$ cat src/rtl/cordic_pkg.sv
// Shared definitions for the angle reducer and the CORDIC rotator.
//  - Widths: input angle Q3.28, output residue Q1.31, accumulator Q3.31.
//  - Angle constants are at accumulator scaling (Q3.31), truncated.
//    PI_2 is exactly 2*PI_4 and TWO_PI is exactly 4*PI_2, so the coarse 2pi
//    step and four pi/2 steps leave identical residues.
//  - state_e: reducer FSM states.
package cordic_pkg;

    localparam int W_IN  = 32;
    localparam int W_OUT = 32;
    localparam int W_ACC = 35;
    localparam int W_K   = 4;

    localparam logic signed [W_ACC-1:0] PI_4   = 35'sh0_6487_ED51;
    localparam logic signed [W_ACC-1:0] PI_2   = 35'sh0_C90F_DAA2;
    localparam logic signed [W_ACC-1:0] TWO_PI = 35'sh3_243F_6A88;

    typedef enum logic [1:0] {
        IDLE   = 2'd0,
        REDUCE = 2'd1,
        DONE   = 2'd2
    } state_e;

endpackage

$ cat src/rtl/angred_step.sv
// One combinational range-reduction step.
//  acc_i      : current accumulator, Q3.31
//  k_i        : current signed quarter-turn count
//  acc_o      : accumulator after this step
//  k_o        : count after this step
//  in_range_o : acc_i already lies in [-PI_4, +PI_4]; no adjustment made
// Optional build macro ANGLE_REDUCER_COARSE_EN: a whole turn (2pi) is removed
// first while |acc| >= TWO_PI, leaving k unchanged (a full turn does not move
// the quadrant).
module angred_step
    import cordic_pkg::*;
(
    input  logic signed [W_ACC-1:0] acc_i,
    input  logic signed [W_K-1:0]   k_i,
    output logic signed [W_ACC-1:0] acc_o,
    output logic signed [W_K-1:0]   k_o,
    output logic                    in_range_o
);

    logic coarse_hit;

    always_comb begin
`ifdef ANGLE_REDUCER_COARSE_EN
        coarse_hit = (acc_i >= TWO_PI) || (acc_i <= -TWO_PI);
`else
        coarse_hit = 1'b0;
`endif
    end

    always_comb begin
        acc_o      = acc_i;
        k_o        = k_i;
        in_range_o = 1'b0;
        if (coarse_hit) begin
            acc_o = acc_i[W_ACC-1] ? (acc_i + TWO_PI) : (acc_i - TWO_PI);
        end else if (acc_i > PI_4) begin
            acc_o = acc_i - PI_2;
            k_o   = k_i + 4'sd1;
        end else if (acc_i < -PI_4) begin
            acc_o = acc_i + PI_2;
            k_o   = k_i - 4'sd1;
        end else begin
            // Strict comparisons: exactly +/-PI_4 is already in range.
            in_range_o = 1'b1;
        end
    end

endmodule

$ cat src/rtl/angle_reducer.sv
// Iterative range reduction ahead of the CORDIC rotator.
// Folds an angle (Q3.28, [-8, 8) rad) into a residue |r| <= pi/4 (Q1.31)
// plus a quadrant code k mod 4, one pi/2 step per cycle.
// Optional build macro ANGLE_REDUCER_COARSE_EN enables a 2pi pre-step
// (see angred_step); out_quad is the same either way.
// Ports:
//  clk        clock; all state updates on the falling edge
//  reset_n    synchronous active-low reset, sampled on the falling edge
//  in_valid   input angle valid
//  in_ready   block can accept an angle (IDLE only)
//  in_rad     input angle, Q3.28
//  out_valid  residue/quadrant valid, held until consumed
//  out_ready  downstream accepts the result
//  out_rad    residue, Q1.31
//  out_quad   k mod 4
//  dbg_state  current FSM state (state_e encoding)
// Handshake: a transfer happens on a falling edge where valid and ready are
// both high; valid, once raised, holds with its data stable until that edge,
// and ready never depends on valid.
module angle_reducer
    import cordic_pkg::*;
(
    input  logic             clk,
    input  logic             reset_n,
    input  logic             in_valid,
    output logic             in_ready,
    input  logic [W_IN-1:0]  in_rad,
    output logic             out_valid,
    input  logic             out_ready,
    output logic [W_OUT-1:0] out_rad,
    output logic [1:0]       out_quad,
    output logic [1:0]       dbg_state
);

    state_e                  state_q, state_d;
    logic signed [W_ACC-1:0] acc_q, acc_d;
    logic signed [W_K-1:0]   k_q, k_d;
    logic [W_OUT-1:0]        out_rad_q, out_rad_d;
    logic [1:0]              out_quad_q, out_quad_d;

    logic signed [W_ACC-1:0] step_acc;
    logic signed [W_K-1:0]   step_k;
    logic                    step_in_range;

    angred_step u_step (
        .acc_i      (acc_q),
        .k_i        (k_q),
        .acc_o      (step_acc),
        .k_o        (step_k),
        .in_range_o (step_in_range)
    );

    always_ff @(negedge clk) begin
        if (!reset_n) begin
            state_q    <= IDLE;
            acc_q      <= '0;
            k_q        <= '0;
            out_rad_q  <= '0;
            out_quad_q <= '0;
        end else begin
            state_q    <= state_d;
            acc_q      <= acc_d;
            k_q        <= k_d;
            out_rad_q  <= out_rad_d;
            out_quad_q <= out_quad_d;
        end
    end

    always_comb begin
        state_d    = state_q;
        acc_d      = acc_q;
        k_d        = k_q;
        out_rad_d  = out_rad_q;
        out_quad_d = out_quad_q;
        case (state_q)
            IDLE: begin
                if (in_valid) begin
                    // Q3.28 -> Q3.31: the accumulator is exactly 3 bits wider.
                    acc_d   = {in_rad, 3'b000};
                    k_d     = '0;
                    state_d = REDUCE;
                end
            end
            REDUCE: begin
                acc_d = step_acc;
                k_d   = step_k;
                if (step_in_range) begin
                    // |acc| <= PI_4 here, so the low 32 bits hold it losslessly.
                    out_rad_d  = acc_q[W_OUT-1:0];
                    out_quad_d = k_q[1:0];
                    state_d    = DONE;
                end
            end
            DONE: begin
                if (out_ready) state_d = IDLE;
            end
            default: state_d = IDLE;
        endcase
    end

    // Gated by reset_n so nothing is offered while reset is being held.
    assign in_ready  = reset_n && (state_q == IDLE);
    assign out_valid = (state_q == DONE);
    assign out_rad   = out_rad_q;
    assign out_quad  = out_quad_q;
    assign dbg_state = state_q;

endmodule

$ cat config.mk
export PLATFORM = sky130hd
export DESIGN_NAME = angle_reducer
export DESIGN_NICKNAME = d
export VERILOG_FILES = /design/src/rtl/cordic_pkg.sv /design/src/rtl/angred_step.sv /design/src/rtl/angle_reducer.sv
export SDC_FILE = /design/constraint.sdc
export NUM_CORES = 1
export LEC_CHECK = 0
export BUFFER_PORTS_ARGS = -buffer_cell sky130_fd_sc_hd__buf_2
export CELL_PAD_IN_SITES_DETAIL_PLACEMENT = 1
export CELL_PAD_IN_SITES_GLOBAL_PLACEMENT = 2
export CORE_MARGIN = 3
export CORE_UTILIZATION = 34
export DETAILED_ROUTE_END_ITERATION = 16
export HOLD_SLACK_MARGIN = 0.05
export PLACE_DENSITY_LB_ADDON = 0.1
export SLEW_MARGIN = 20
export SYNTH_ARGS = -nofsm -noshare
export SYNTH_HDL_FRONTEND = slang
export SYNTH_SLANG_ARGS = --single-unit
$ cat constraint.sdc
create_clock -name clk -period 5.8 [get_ports clk]
set_clock_uncertainty 0.1 [all_clocks]
set_input_delay 0.58 -clock clk [delete_from_list [all_inputs] [get_ports clk]]
set_output_delay 0.58 -clock clk [all_outputs]
set_load 0.02 [all_outputs]
Yosys cells after proc, flatten, opt, wreduce, memory -nomap -nowiden
Cells that the tools add are included.

Order comparisons: 2. $add $sub $neg: 4. Reduce and logical (&&, ||, !) cells: 6. Multiplexer cells: 14. Equality and inequality tests: 6.

Operator list (count): $mux 35 (3); $pmux 35 s2 (1); $add 35x33->35 const B (1); $gt 35x32->1 const B (1); $lt 35x32->1 const B (1); $sub 35x33->35 const B (1); $mux 4 (3); $pmux 4 s2 (1); $mux 2 (3); $pmux 2 s3 (1); $reduce_and 3->1 (2); $add 4x2->4 const B (1); $ne 2x2->1 const B (2); $sub 4x2->4 const B (1); $ne 3x1->1 const B (1); $eq 2x1->1 const B (1); $eq 2x2->1 const B (1); $logic_not 2->1 (1); $mux 1 (2); $ne 2x1->1 const B (1); $reduce_and 2->1 (1); $reduce_bool 2->1 (1); $logic_and 1x1->1 (1).

Input port bits: 36. Bits in registers: 75.

Depth between registers and ports, before layout
Gate-level depths: netlist (run 1).

Depth in word-level cells: 5. Depth in mapped cells: 15. Mapped depth without buffers: 14.

Cells and area by module
Synthesis (run 1) repeated with hierarchy kept, for this count alone.

Cells, all modules: 598. Area, all modules: 4794.6 µm².

Modules (own cells, without submodules): angle_reducer (sequential area each 1501.4 µm², times used 1, area an instance 3103.0 µm², cells an instance 330); angred_step (sequential area each 0.0 µm², times used 1, area an instance 1691.6 µm², cells an instance 268).

==> out/metrics.cfg, run 1 <==
[run_status]
status=finished clean

[setup_path]
worst-r2r-cell-count=14
criticalPathCategory=flop to flop
start_kind=flop
cp.arrival_ns=8.02
critPathLaunch=acc_q[29]
required_ns=8.88
reg2reg_from=acc_q[29]
cp_max_fo=16
critPathCaptureType=flop

[hold_path]
min-delay-start=out_rad[2]
hold_path_depth=2
hp-class=flop to flop

[grt]
track_usage_pct=21.9
antenna_found_initial=0
grt_max_degree=44
grt_pass1_vias=5485
overflow=0
grt_pass1_wl_um=28400

[yosys]
synth_compound_area_share_pct=25.9
synth.avg_cell_area_um2=7.91
synth-edff-count=0
syn-cell-area_um2=4960
synthAdderAreaFrac_pct=8.48
synth.area.top_cells=dfxtp_1 29%, ha_1 8.1%, mux2i_1 7.3%
yosysUniqueCellTypes=60
yosysMostFrequentCell=nor2_1
synthMuxAreaShare_pct=7.27
syn_nets=696
synth_top_family_by_area=compound AO/OA/AOI/OAI gates
postSynth.asyncResetShare_pct=0
synth.yosys.seq_area_share_pct=28.7
synth_top_cells_by_count=87 x nor2_1, 71 x dfxtp_1, 66 x nand2_1, 45 x a21oi_1
yosys.area_share.xor_xnor_pct=3.00
postSynthCellCount=627
yosys_warnings=0
yosysTopAreaCell=dfxtp_1
yosysTopAreaCellShare_pct=28.7
ys_ff_latch=71
yosys.area_share.simple_pct=21.9
synth-main-ff-cell=dfxtp_1

[routing]
met2_length_um=7760
met3_length_um=811
ant_nets=0
drtIter0Drc=219
drcViolationCount=0
dr.max_layer_used=met4
wl_met1_um=8720
drt_pass1_iterations=4
wl_per_cell_um=18.7
routed_wl_um=17500
vias=5230
avgViaCountPerCell=5.57

[floorplanning]
die_x_um=127
coreArea_um2=14100
fp-row-count=43
start_util_pct=35.2
die-area_um2=16100
io_pins=74
die_h_um=127

[layout]
stdcell_count=939
antennaDiodeCount=0
layout-drive-gt1-share_pct=15.9
nets=823
syn_to_final_growth_pct=21.0

[placed_design]
dp.cells=853
port_buffers=72
place_hpwl_um=12700
place.gp.congestion=0.830

[timing]
final.period_utilization_pct=85.2
max_freq_mhz=202
hold_ws_ns=0.376
finalSetupViolations=0
rsz0062_at_grt=false
max_slew_margin_pct=49.9
fin_crit_ns=4.94
timing_hold_violations_final=0
drv_slew=0
setup-tns-final_ns=0
max_slew.worst_pin.slew_ns=0.751

[clocking]
cts_tree=yes
cts_hold_buf=0
cts_sinks=71
cts-root-buf=clkbuf_16
postCtsResizedCells=0
insertion_delay_ns=0.41
cts.path.max_buffers=2
postCtsSetupBuffers=0
htree_levels=3
cts_made_buffers=9
clk_pin_slew_ns=0.03

[power_and_ir_drop]
power.density_nw_per_um2=715
leakagePower_nw=3.05
worst_ir_drop_vdd_v=0.000275

[flow_run]
drv_cap=0

state kept, by name (all words and copies together) (netlist names):
signal / cells
acc_q: 34
out_rad: 31
dbg_state: 2
k_q: 2
out_quad: 2
cell type report:
cell class,instances,area [µm²]
Fill cell,1790,8100
Multi-Input combinational cell,510,3310
Sequential cell,71,1420
Timing Repair Buffer,79,413
Clock inverter,78,359
Clock buffer,9,225
Tap cell,180,225
Inverter,12,45.0
report_power, final:
part | leakage (nW) | switching [mW] | total (mW) | internal (mW)
Sequential | 0.581 | 0.201 | 0.808 | 0.607
Clock | 0.535 | 0.391 | 0.803 | 0.411
Combinational | 1.93 | 1.66 | 2.68 | 1.02
layer usage:
metal	track usage, %	vias to the layer above
met5	0	-
met4	7.89	0
met3	5.60	27
met2	33.5	133
met1	29.7	2520
li1	-	2550
worst paths after layout:
path,endpoint,slack [ns]
worst min-delay path,out_rad[2],0.38
worst min register to register,out_rad[2],0.38
worst max register to register,acc_q[30],0.86
worst max-delay path,acc_q[30],0.86
worst max-delay path, cell delays in order, from the launching register on:
cell and delay (ns):
dfxtp_1 0.52, nand4_1 0.17, a2111oi_2 0.34, nand4_1 0.25, a21oi_1 0.27, inv_1 0.38, ha_1 0.52, a21oi_1 0.30
o21ai_0 0.19, a311oi_1 0.58, a21o_1 0.25, a311oi_2 0.19, o21ai_1 0.30, a2111oi_0 0.17, a221o_1 0.28
cell families after synthesis:
family | Yosys count
fa+ha+maj | 33
mux | 36
buf+inv | 46
simple gates | 237
other cells | 1
compound gates | 186
flops | 71
xor+xnor | 17
stage by stage:
stage                     total power [mW]  setup slack (ns)  utilization, %  cell area (µm²)
final                                 4.29             0.856            42.6             6000
after global routing                  4.71             0.557            42.6             6000
after CTS                             4.30             0.908            42.5             5990
after detailed placement              3.53             0.918            38.4             5410
after global placement                3.50             0.972            38.4             5410
after floorplan                       2.85             0.953               -             4960
cells in the final DEF (no fill, tap or decap), types with 5 or more instances in the layout:
cell type / instances
a211oi_2: 6
a21o_1: 14
a21oi_1: 45
a311oi_1: 5
a311oi_2: 8
a31oi_1: 14
and3_1: 5
buf_2: 72
buf_4: 7
clkbuf_16: 9
dfxtp_1: 71
ha_1: 32
inv_1: 82
mux2i_1: 36
nand2_1: 66
nand2b_1: 7
nand3_1: 18
nand4_1: 8
nor2_1: 87
nor2b_1: 9
nor3_1: 14
nor4_1: 5
o21a_1: 7
o21ai_0: 36
o21ai_1: 11
o21bai_1: 7
xnor2_1: 8
xor2_1: 9
No activity file was read; power rests on OpenSTA's default activity.
==> run 2: changes to the inputs <==
- CORE_MARGIN: 3 -> default
==> run 2 against run 1 <==
Clock-buffer cell count unchanged. Final area increased by 0.15%. Critical path depth unchanged. Maximum frequency rose by 1.6%. Cell count stayed put. Via count is 0.44% lower. Global-route usage up 1.9 points. Non-clock buffer count is the same. Register-to-register slack gained 0.08 ns. Wire length fell by 3.5%. Power decreased by 1.5%. Largest cell class unchanged. Combinational power decreased by 1%.
==> out/metrics.cfg, run 2 (synthesized netlist as in run 1, its figures left out) <==
[run_status]
status=finished clean  ; unchanged

[timing]
max_slew_margin_pct=33.1  ; was 49.9%
setup-tns-final_ns=0  ; unchanged
max_slew.worst_pin.slew_ns=1.00  ; was 0.751 ns
final.period_utilization_pct=83.9  ; was 85.2%
finalSetupViolations=0  ; unchanged
drv_slew=0  ; unchanged
timing_hold_violations_final=0  ; unchanged
rsz0062_at_grt=false  ; unchanged
fin_crit_ns=4.87  ; was 4.94 ns
max_freq_mhz=205  ; was 202 MHz

[hold_path]
hp-class=flop to flop  ; unchanged
min-delay-start=out_rad[14]  ; was out_rad[2]
hold_path_depth=2  ; unchanged

[power_and_ir_drop]
report.power.total_mw=4.23  ; was 4.29 mW
power.density_nw_per_um2=704  ; was 715 nW/µm²
worst_ir_drop_vdd_v=0.000307  ; was 0.000275 V
leakagePower_nw=3.04  ; was 3.05 nW

[routing]
routed_wl_um=16900  ; was 17,500 µm
avgViaCountPerCell=5.55  ; was 5.57
drt_pass1_iterations=5  ; was 4
vias=5207  ; was 5,230
drcViolationCount=0  ; unchanged
ant_nets=0  ; unchanged
drtIter0Drc=180  ; was 219
wl_per_cell_um=18.0  ; was 18.7 µm

[clocking]
cts.path.max_buffers=2  ; unchanged
cts_tree=yes  ; unchanged
htree_levels=3  ; unchanged
cts-root-buf=clkbuf_16  ; unchanged
insertion_delay_ns=0.41  ; about the same
cts_made_buffers=9  ; unchanged
clk_pin_slew_ns=0.04  ; was 0.03 ns
cts_sinks=71  ; unchanged
postCtsResizedCells=0  ; unchanged
cts_hold_buf=0  ; unchanged
postCtsSetupBuffers=0  ; unchanged

[flow_run]
drv_cap=0  ; unchanged

[grt]
antenna_found_initial=0  ; unchanged
track_usage_pct=23.7  ; was 21.9%
overflow=0  ; unchanged
grt_pass1_vias=5455  ; was 5,485
grt_max_degree=55  ; was 44
grt_pass1_wl_um=27300  ; was 28,400 µm

[setup_path]
start_kind=flop  ; unchanged
cp_max_fo=16  ; unchanged
worst-r2r-cell-count=14  ; unchanged
required_ns=8.89  ; was 8.88 ns
timing.rr.end=acc_q[30]  ; unchanged
crit_path_end=acc_q[30]  ; unchanged
reg2reg_from=acc_q[19]  ; was acc_q[29]
critPathLaunch=acc_q[19]  ; was acc_q[29]
rrSetupSlack_ns=0.93  ; was 0.86 ns
critPathCaptureType=flop  ; unchanged
cp.arrival_ns=7.95  ; was 8.02 ns
criticalPathCategory=flop to flop  ; unchanged

[placed_design]
place_area_um2=5440  ; was 5410 µm²
place.gp.congestion=0.828  ; was 0.830
place_hpwl_um=12100  ; was 12,700 µm
dp.cells=853  ; unchanged
port_buffers=72  ; unchanged

[layout]
nets=823  ; unchanged
regMostFlops=acc_q  ; unchanged
final_common_cell=nor2_1  ; unchanged
most-common-layout-cells=87 x nor2_1, 82 x inv_1, 72 x buf_2  ; unchanged
design_area_um2=6010  ; was 6000 µm²
syn_to_final_growth_pct=21.2  ; was 21.0%
largest_reg_flops=34  ; unchanged
stdcell_count=939  ; unchanged
layout-drive-gt1-share_pct=15.9  ; unchanged
antennaDiodeCount=0  ; unchanged

[floorplanning]
coreArea_um2=14000  ; was 14,100 µm²
fp-row-count=43  ; unchanged
io_pins=74  ; unchanged
start_util_pct=35.3  ; was 35.2%
die-area_um2=15100  ; was 16,100 µm²
die_h_um=123  ; was 127 µm
die_x_um=123  ; was 127 µm

-- run 2: layout make-up --
cell class	instances	area, µm²
well taps	180	225
inverters	12	45.0
clock buffers	9	225
fillers	1769	8040
clock inverters	78	348
repair buffers	79	438
multi-input cells	510	3300
flip-flops and latches	71	1420
-- run 2: worst max-delay path, cell delays in order, from the launching register on --
cell and delay [ns]:
dfxtp_1 0.37, nor4_1 0.47, o211ai_1 0.19, a31oi_1 0.32
a21oi_1 0.14, inv_1 0.60, ha_1 0.44, a21oi_1 0.33
o21ai_0 0.18, a311oi_1 0.43, a21o_1 0.24, a311oi_2 0.17
o21ai_1 0.31, a2111oi_0 0.17, a221o_1 0.28
-- run 2: metal layers --
layer / up-vias / global-route usage [%] / wire [µm]
met4: 0 / 10.7 / 258
li1: 2541 / - / -
met1: 2523 / 29.1 / 7860
met2: 124 / 38.2 / 8020
met3: 19 / 7.06 / 795
met5: - / 0 / 0
-- run 2: through the flow --
step	hold WS [ns]	util [%]	worst slack, ns
2_1_floorplan	0.375	-	0.953
3_5_place_dp	0.374	38.7	0.784
6_report	0.385	42.8	0.932
4_1_cts	0.393	42.8	0.894
5_1_grt	0.425	42.8	0.512
3_3_place_gp	0.366	38.7	0.814
-- run 2: how the worst min path moves through the flow --
| stage | end | slack (ns) |
|---|---|---|
| 6_report | out_rad[14] | 0.38 |
| 5_1_grt | out_rad[21] | 0.43 |
| 4_1_cts | out_rad[12] | 0.39 |
| 3_5_place_dp | out_rad[12] | 0.37 |
| 3_3_place_gp | out_rad[2] | 0.37 |
| 2_1_floorplan | acc_q[31] | 0.37 |
-- run 2: power by group --
part / switching (mW) / leakage [nW] / internal (mW)
clock: 0.379 / 0.526 / 0.405
combinational: 1.62 / 1.94 / 1.02
sequential: 0.193 / 0.581 / 0.607
total: 2.19 / 3.04 / 2.03
==> run 3: changes to the inputs <==
- clock period: 5.8 -> 4.6 ns (I/O delays scaled with it)
==> run 3 against run 2 <==
Flip-flop and latch count is the same. Global-route usage up 1.3 points. Clock power grew 28%. Sequential power rose by 18%. Power rose by 31%. Largest cell class unchanged.
==> out/metrics.cfg, run 3 (synthesized netlist as in run 1, its figures left out) <==
[layout]
final_common_cell=nor2_1  ; unchanged
most-common-layout-cells=87 x nor2_1, 82 x inv_1, 72 x buf_2  ; unchanged
regMostFlops=acc_q  ; unchanged
layout-drive-gt1-share_pct=18.5  ; was 15.9%
nets=842  ; was 823
antennaDiodeCount=0  ; unchanged
largest_reg_flops=34  ; unchanged
syn_to_final_growth_pct=24.1  ; was 21.2%
fill_cells=1792  ; was 1,769

[routing]
vias=5207  ; unchanged
drt_pass1_iterations=4  ; was 5
routed_wl_um=17500  ; was 16,900 µm
ant_nets=0  ; unchanged
avgViaCountPerCell=5.44  ; was 5.55
drcViolationCount=0  ; unchanged
drtIter0Drc=178  ; was 180
wl_per_cell_um=18.3  ; was 18.0 µm

[floorplanning]
die_x_um=123  ; unchanged
coreArea_um2=14000  ; unchanged
die_h_um=123  ; unchanged
start_util_pct=35.3  ; unchanged
fp-row-count=43  ; unchanged
io_pins=74  ; unchanged
die-area_um2=15100  ; unchanged

[clocking]
cts_hold_buf=0  ; unchanged
insertion_delay_ns=0.42  ; was 0.41 ns
cts_made_buffers=9  ; unchanged
cts_tree=yes  ; unchanged
clk_pin_slew_ns=0.03  ; was 0.04 ns
cts-root-buf=clkbuf_16  ; unchanged
htree_levels=3  ; unchanged
cts.path.max_buffers=2  ; unchanged
cts_sinks=71  ; unchanged

[power_and_ir_drop]
p_sw_share_pct=51.8  ; was 51.9%
power_switching_mw=2.86  ; was 2.19 mW
p_seq_share_pct=17.1  ; was 18.9%
power.density_nw_per_um2=898  ; was 704 nW/µm²
report.power.total_mw=5.52  ; was 4.23 mW
combPwrFrac_pct=64.7  ; was 62.5%
p_clk_share_pct=18.2  ; was 18.5%
p_int_mw=2.66  ; was 2.03 mW
worst_ir_drop_vdd_v=0.000285  ; was 0.000307 V
leakagePower_nw=3.14  ; was 3.04 nW

[setup_path]
critPathCaptureType=flop  ; unchanged
cp_max_fo=7  ; was 16
start_kind=flop  ; unchanged
required_ns=7.11  ; was 8.89 ns
cp.arrival_ns=6.77  ; was 7.95 ns
criticalPathCategory=flop to flop  ; unchanged

[flow_run]
drv_cap=0  ; unchanged

[timing]
fin_crit_ns=4.26  ; was 4.87 ns
rsz0062_at_grt=false  ; unchanged
max_slew.worst_pin.slew_ns=0.979  ; was 1.00 ns
max_freq_mhz=235  ; was 205 MHz
drv_slew=0  ; unchanged
timing_hold_violations_final=0  ; unchanged
setup-tns-final_ns=0  ; unchanged
final.period_utilization_pct=92.7  ; was 83.9%
hold_ws_ns=0.386  ; was 0.385 ns
max_slew_margin_pct=34.7  ; was 33.1%
finalSetupViolations=0  ; unchanged

[grt]
track_usage_pct=25.1  ; was 23.7%
grt_pass1_vias=5480  ; was 5,455
grt_max_degree=66  ; was 55
overflow=0  ; unchanged
grt_pass1_wl_um=28600  ; was 27,300 µm
antenna_found_initial=0  ; unchanged

[placed_design]
port_buffers=72  ; unchanged
place.gp.congestion=0.860  ; was 0.828
place_hpwl_um=12900  ; was 12,100 µm

[run_status]
status=finished clean  ; unchanged

[hold_path]
hp-class=flop to flop  ; unchanged

[run 3: cell types whose count changed in the layout (fill, tap and decap cells not counted), sizes merged]
cell | previous run | this run
inv | 85 | 88
buf | 79 | 98
clkinv | 3 | 1
clkinvlp | 1 | 0
[run 3: final timing paths]
check / slack, ns / cells after the start / to / start
max: 0.34 / 15 / acc_q[23] / acc_q[18]
min: 0.39 / 2 / out_quad[0] / out_quad[0]
max reg2reg: 0.34 / 15 / acc_q[23] / acc_q[18]
min reg2reg: 0.39 / 2 / out_quad[0] / out_quad[0]
[run 3: area by class of cell]
cell class / instances / area, µm² / share of cell area (%)
Clock buffer: 9 / 225 / 3.66
Clock inverter: 78 / 347 / 5.63
Inverter: 12 / 45.0 / 0.732
Multi-Input combinational cell: 510 / 3320 / 53.9
Sequential cell: 71 / 1420 / 23.1
Tap cell: 180 / 225 / 3.66
Timing Repair Buffer: 98 / 572 / 9.29
[run 3: through the flow]
stage / worst slack (ns) / instance area, µm² / instances / utilization [%]
final: 0.338 / 6150 / 958 / 43.8
after global routing: 0.0177 / 6150 / 958 / 43.8
after CTS: 0.242 / 6130 / 957 / 43.7
after detailed placement: 0.272 / 5570 / 871 / 39.6
after global placement: 0.355 / 5570 / 871 / 39.6
after floorplan: 0.200 / 4960 / 627 / -
[run 3: power by group through the flow]
stage / logic, mW / registers, mW / clock network, mW
detailed placement: 3.52 / 0.956 / 0.0949
finish: 3.58 / 0.944 / 1.00
global placement: 3.49 / 0.947 / 0.0949
CTS: 3.56 / 0.947 / 1.06
floorplan: 2.57 / 0.942 / 0.0949
global route: 3.99 / 0.968 / 1.12
[run 3: per-layer routing]
metal | GRT usage, % | part of all wire (%) | up-vias | wire length [µm]
met4 | 9.76 | 1.4 | 0 | 240
met1 | 31.6 | 47 | 2481 | 8260
met5 | 0 | 0 | - | 0
met3 | 7.95 | 5.0 | 25 | 870
li1 | - | - | 2581 | -
met2 | 39.5 | 46 | 120 | 8120
[run 3: timing repair]
action,in CTS,in global routing
buffers inserted,0,1
gates resized for setup,0,4
endpoints found under the setup margin,0,7
[run 3: critical path, stage by stage (launching register included)]
cell,delay [ns]
dfxtp_1,0.40
nand2_1,0.08
nor4_1,0.46
nand4_1,0.25
a21oi_2,0.25
inv_2,0.13
buf_4,0.19
ha_1,0.41
and4_1,0.33
nand2_1,0.09
a211oi_2,0.26
o31ai_1,0.15
a21oi_1,0.25
nor3_1,0.08
or4_1,0.49
a311oi_1,0.26
